**src/rtl/multi_digit_counter.sv**
```systemverilog
// Cascaded BCD up/down counter with registered zero flag and one-cycle wrap pulse.
// Define MDC_LOAD_EN to enable the synchronous load with per-digit clamp to 9.
module multi_digit_counter #(
    parameter int unsigned NUM_DIGITS = 4
) (
    input  logic                    clk,
    input  logic                    rst_n,
    input  logic                    en,
    input  logic                    mode,
    input  logic                    load,
    input  logic [4*NUM_DIGITS-1:0] load_val,
    output logic [4*NUM_DIGITS-1:0] count,
    output logic                    zero,
    output logic                    wrap
);
    localparam int unsigned W = 4 * NUM_DIGITS;

    logic [W-1:0] count_nxt;
    logic         wrap_nxt;
    logic         ripple;

    always_comb begin
        count_nxt = count;
        ripple    = en;
        // ripple carries (up) or borrows (down) until a digit absorbs it
        for (int unsigned i = 0; i < NUM_DIGITS; i++) begin
            if (ripple) begin
                if (mode) begin
                    if (count[4*i +: 4] == 4'd9) begin
                        count_nxt[4*i +: 4] = 4'd0;
                    end else begin
                        count_nxt[4*i +: 4] = count[4*i +: 4] + 4'd1;
                        ripple              = 1'b0;
                    end
                end else begin
                    if (count[4*i +: 4] == 4'd0) begin
                        count_nxt[4*i +: 4] = 4'd9;
                    end else begin
                        count_nxt[4*i +: 4] = count[4*i +: 4] - 4'd1;
                        ripple              = 1'b0;
                    end
                end
            end
        end
        wrap_nxt = ripple;
`ifdef MDC_LOAD_EN
        if (load) begin
            for (int unsigned i = 0; i < NUM_DIGITS; i++) begin
                count_nxt[4*i +: 4] = (load_val[4*i +: 4] > 4'd9) ? 4'd9 : load_val[4*i +: 4];
            end
            wrap_nxt = 1'b0;
        end
`endif
    end

`ifndef MDC_LOAD_EN
    logic unused_load;
    assign unused_load = ^{load, load_val};
`endif

    always_ff @(posedge clk or negedge rst_n) begin
        if (!rst_n) begin
            count <= '0;
            zero  <= 1'b1;
            wrap  <= 1'b0;
        end else begin
            count <= count_nxt;
            zero  <= (count_nxt == '0);
            wrap  <= wrap_nxt;
        end
    end
endmodule

```
**config.mk**
```make
export PLATFORM = sky130hd
export DESIGN_NAME = multi_digit_counter
export DESIGN_NICKNAME = d
export VERILOG_FILES = /design/src/rtl/multi_digit_counter.sv
export SDC_FILE = /design/constraint.sdc
export NUM_CORES = 1
export LEC_CHECK = 0
export CORE_MARGIN = 2
export CORE_UTILIZATION = 50
export DETAILED_ROUTE_END_ITERATION = 10
export MAX_ROUTING_LAYER = met4
export PLACE_DENSITY = 0.89
export SYNTH_ARGS = -nofsm -noshare
export SYNTH_HDL_FRONTEND = slang
export SYNTH_SLANG_ARGS = --single-unit
```
**constraint.sdc**
```tcl
create_clock -name clk -period 5.5 [get_ports clk]
set_input_delay 0.825 -clock clk [delete_from_list [all_inputs] [get_ports clk]]
set_output_delay 0.825 -clock clk [all_outputs]
set_load 0.03 [all_outputs]
```
# ---- After elaboration in Yosys (flattened, before gate mapping)
# Cells that the tools add are included.
dict set report word_totals {
  output_inout_bits 18
  register_bits 18
  input_bits 21
  wordCells 52
}
dict set report classes {
  n_mux 32
  eq_ne 4
  addsub 8
  n_reduce_logical 5
}
# op count
set op_table {}
lappend op_table {{4-bit two-way mux} 16}
lappend op_table {{4-bit by 1-bit adder with 4-bit output (second input constant)} 4}
lappend op_table {{4-bit == test (second input constant)} 4}
lappend op_table {{16-bit logical NOT} 1}
lappend op_table {{4-bit logical NOT} 4}
lappend op_table {{1-bit two-way mux} 16}
lappend op_table {{4-bit by 1-bit subtractor with 4-bit output (second input constant)} 4}

# ---- Depth between registers and ports, before layout
dict set report depth {
  word_depth 8
  ltp_mapped 9
  ltp_nobuf 6
}

# ---- Worst setup path after synthesis
# No wires, ideal clock.
dict set report synth_timing {
  path_kind {input-to-reg}
  startpoint {in mode}
  endpoint {reg zero}
  setup_slack_ps 3222
  path_stages 7
  setup_ps 68
  t_required_ps 5432
  path_buffers 1
  t_arrival_ps 2210
  cell_sequence {buf_4 -> nor3_4 -> o21ai_4 -> o31a_1 -> a221o_1 -> nand4bb_1 -> a21oi_2}
}
dict set report synth_via {
  elab_cells_between_ends 15
  cone_classes {14 x mux; 1 x reduce/logical}
}
# item line_no
set synth_rtl {}
lappend synth_rtl {{start: declaration} 9} ;# input logic mode,
lappend synth_rtl {{1-bit two-way mux} 28} ;# if (mode) begin
lappend synth_rtl {{1-bit two-way mux (2 in series)} 27} ;# if (ripple) begin
lappend synth_rtl {{4-bit two-way mux (*)} 27}
lappend synth_rtl {{net count_nxt[11]} 18} ;# logic [W-1:0] count_nxt;
lappend synth_rtl {{16-bit logical NOT (*)} 68} ;# zero <= (count_nxt == '0);
lappend synth_rtl {{end signal: assignment} 68}
lappend synth_rtl {{end: declaration} 13} ;# output logic zero,
# The timed path passes the listed nets; every way through them passes the cells marked *.

# ---- Worst setup path after layout
dict set report layout_timing {
  startpoint {in mode}
  endpoint {reg count[15]}
}
dict set report layout_via {
  elab_chain_len 5
  elab_cells_between_ends 8
  cone_classes {8 x mux}
}
# item line_no
set layout_lines {}
lappend layout_lines {{1-bit two-way mux} 28}
lappend layout_lines {{1-bit two-way mux (3 in series)} 27}
lappend layout_lines {{4-bit two-way mux (*)} 27}
lappend layout_lines {{net count_nxt[15]} 18}
lappend layout_lines {{end signal: assignment} 67} ;# count <= count_nxt;
lappend layout_lines {{end: declaration} 12} ;# output logic [4*NUM_DIGITS-1:0] count,
# Marks and branches as above.

==> run_results.csv <==
group,metric,value,unit
outcome,outcome,"finished, final reports clean",
global_route,gr-total-overflow,0,
logic_synthesis,yosys_warnings,0,
logic_synthesis,count_of_flip_flops_with_a_built_in_enable_after_synthesis,0,
final_layout,drive_above_1_share,11.0,%
worst_hold_path,timing.hold.worst_path_depth,1,
sta,grt_setup_unrepaired,"no",
place,gp_congestion,0.831,
floorplan,initial_core_utilization,52.4,%
critical_path,element_type_at_the_critical_path_end,"flip-flop",
logic_synthesis,netlist_area,0.00159,mm^2
final_layout,syn2layout_area_growth,13.8,%
final_layout,num-fill-cells,270,
route,wl_per_cell,13.7,um
cts,clkTransAtPathRegs,110,ps
floorplan,top_level_ports,39,
global_route,first_global_vias,1153,
sta,final.setup.tns,0,ps
power_and_ir_drop,total_power,0.705,mW
sta,final.setup_skew,4.67,ps
global_route,grt_max_degree,26,
sta,hold_viol,0,
critical_path,worstPathCellList,"clkdlybuf4s50_1 -> buf_4 -> and3_4 -> o21ai_4 -> nor2_1 -> nand2_1 -> o311ai_0",
place,pre_cts_ws,1880,ps
final_layout,n_antenna_cell,0,
worst_hold_path,worstHoldPathType,"flip-flop to flip-flop",
sta,report.final.setup_viol,0,
final_layout,post-route-util,59.6,%
sta,fmaxAchievable,0.303,GHz
critical_path,critical-path-slowest-cell,"clkdlybuf4s50_1",
place,dp_cells,240,
cts,numCtsBuffers,3,
sta,hold_slack,690,ps
critical_path,crit_family,"buffers and inverters",
final_layout,multi_input_combinational_cell_area,0.00101,mm^2
critical_path,critical_path_cell_count,7,
route,drt_pass1_iterations,4,
power_and_ir_drop,pwr_density,391,mW/mm^2
route,dr_total_vias,1439,
final_layout,sequential_cell_area,452,um^2
logic_synthesis,syn_nets,213,
floorplan,die_w,60.3,um
floorplan,core-area,0.00303,mm^2
critical_path,worst-path-max-fanout,25,
global_route,global_route.usage.total,20.4,%
logic_synthesis,dominantRegCellSynth,"dfrtp_1",
logic_synthesis,seq_area_frac_synth,28.5,%
run,maxCapViolations,0,
logic_synthesis,synth.top_cells.by_area,"dfrtp_1 (27%), o21ai_0 (6.6%), nor2_1 (4.5%)",
final_layout,finish.cell_count_without_fillers,244,
cts,cts-hold-fix-buffers,0,
power_and_ir_drop,p_leak,0.674,nW
global_route,antenna_found_initial,0,
place,placement.cell_area,0.00177,mm^2
floorplan,floorplan.die_area,0.00364,mm^2
critical_path,cp_data_required_time,5690,ps
route,drt-vias-per-instance,5.90,
place,numPortBuffers,21,
sta,final-max-slew-violation-count,0,
critical_path,cp-start-kind,"input pin",
critical_path,criticalPathCategory,"input pin to flip-flop",
cts,clock_insertion_delay_worst_skew,310,ps
critical_path,worst_path_largest_cell_delay,990,ps
route,routed_wl,3340,um
sta,relative_slew_margins,42.8,%
critical_path,cp.buffers_inverters,2,
logic_synthesis,synth_largest_type_area_fraction,26.8,%
logic_synthesis,ys_async_sr_fraction,100,%
logic_synthesis,ys_types,63,
logic_synthesis,synth_top_area_cell,"dfrtp_1",
logic_synthesis,ys_seq_elements,18,
final_layout,most_frequent_cells_in_the_layout,"o21ai_0 (21), clkdlybuf4s50_1 (21), nor2_1 (19), dfrtp_1 (17), nand2_1 (11)",
place,hpwl,2260,um
cts,cts_sinks,18,
sta,min_period_over_period,59.9,%
critical_path,crit_path_arrival_time,3490,ps
critical_path,rr_worst_depth,6,
cts,cts-root-buf,"clkbuf_4",
cts,h-tree-depth,1,
cts,postCtsSetupBuffers,0,
sta,timing_worst_slew_pin_value,855,ps
floorplan,die_y,60.3,um
cts,cts.repair.resized,0,
logic_synthesis,syn_inst,192,
floorplan,floorplan.rows,20,
power_and_ir_drop,vdd_drop_max,0.275,mV
cts,max-clock-path-buffers,2,
sta,timing.final.crit_period,3300,ps
route,detail_route.drc_violations,0,
cts,cts_tree,"built",
logic_synthesis,synth_area_per_cell,8.26,um^2
global_route,grt_first_pass_wirelength,5440,um
sta,worst_slack,2200,ps
route,antenna_violating_nets_post_route,0,
critical_path,r2r_setup_slack,3350,ps
final_layout,num-nets-final,222,
route,drt_iter0_markers,108,
final_layout,final_design_area_no_fill,0.00180,mm^2
routing by layer:
metal	part of all wire (%)	vias to the layer above	GRT usage, %
li1	-	726	-
met1	50	678	28.6
met2	46	30	29.7
met3	2.5	5	1.95
met4	1.8	0	9.52
met5	0	-	-
worst register-to-register path: stages (launching register included):
cell and delay, ps:
dfrtp_1 590, and3_4 300, o21a_4 230, or3_4 340, a2111oi_4 360, nand4bb_1 160, a21oi_2 120
cell type report:
| class | instances | area share, % |
|---|---|---|
| sequential | 18 | 25.0 |
| inverter | 9 | 1.87 |
| multi-input combinational | 147 | 56.0 |
| timing repair buffer | 22 | 12.1 |
| tap | 44 | 3.05 |
| clock buffer | 4 | 2.01 |
final timing paths:
kind	start	to
worst max-delay path	mode	count[15]$_DFF_PN0_
worst min-delay path	count[14]$_DFF_PN0_	wrap$_DFF_PN0_
worst max register to register	count[0]$_DFF_PN0_	zero$_DFF_PN1_
worst min register to register	count[14]$_DFF_PN0_	wrap$_DFF_PN0_
max in group asynchronous	rst_n	count[10]$_DFF_PN0_
min in group asynchronous	rst_n	count[7]$_DFF_PN0_
power by group:
group	total [mW]	internal [mW]	switching (mW)
Combinational	0.346	0.156	0.190
Sequential	0.274	0.164	0.110
Clock	0.0856	0.0404	0.0451
Total	0.705	0.361	0.345
synth_stat cells, types with 6 or more instances:
cell type  instances
o21ai_0           21
nor2_1            19
dfrtp_1           17
nand2_1           11
a21oi_1            9
buf_2              9
inv_1              9
nand3_1            8
clkbuf_1           6
nor3_1             6
xnor2_1            6
flip-flops by register name, indices dropped and copies added, names as in the netlist:
| signal | cells |
|---|---|
| count | 16 |
| wrap | 1 |
| zero | 1 |
kinds of logic (layout without fill, tap and decap cells):
group	count (synthesis)	in the layout	synth area share, %
multiplexers	2	2	1.34
AND/OR/NAND/NOR	71	71	26.1
AO/OA/AOI/OAI	65	65	30.8
XOR/XNOR	9	9	5.45
flip-flops	18	18	28.5
buffers and inverters	27	35	7.81
Power figures use the tool's default switching activity.
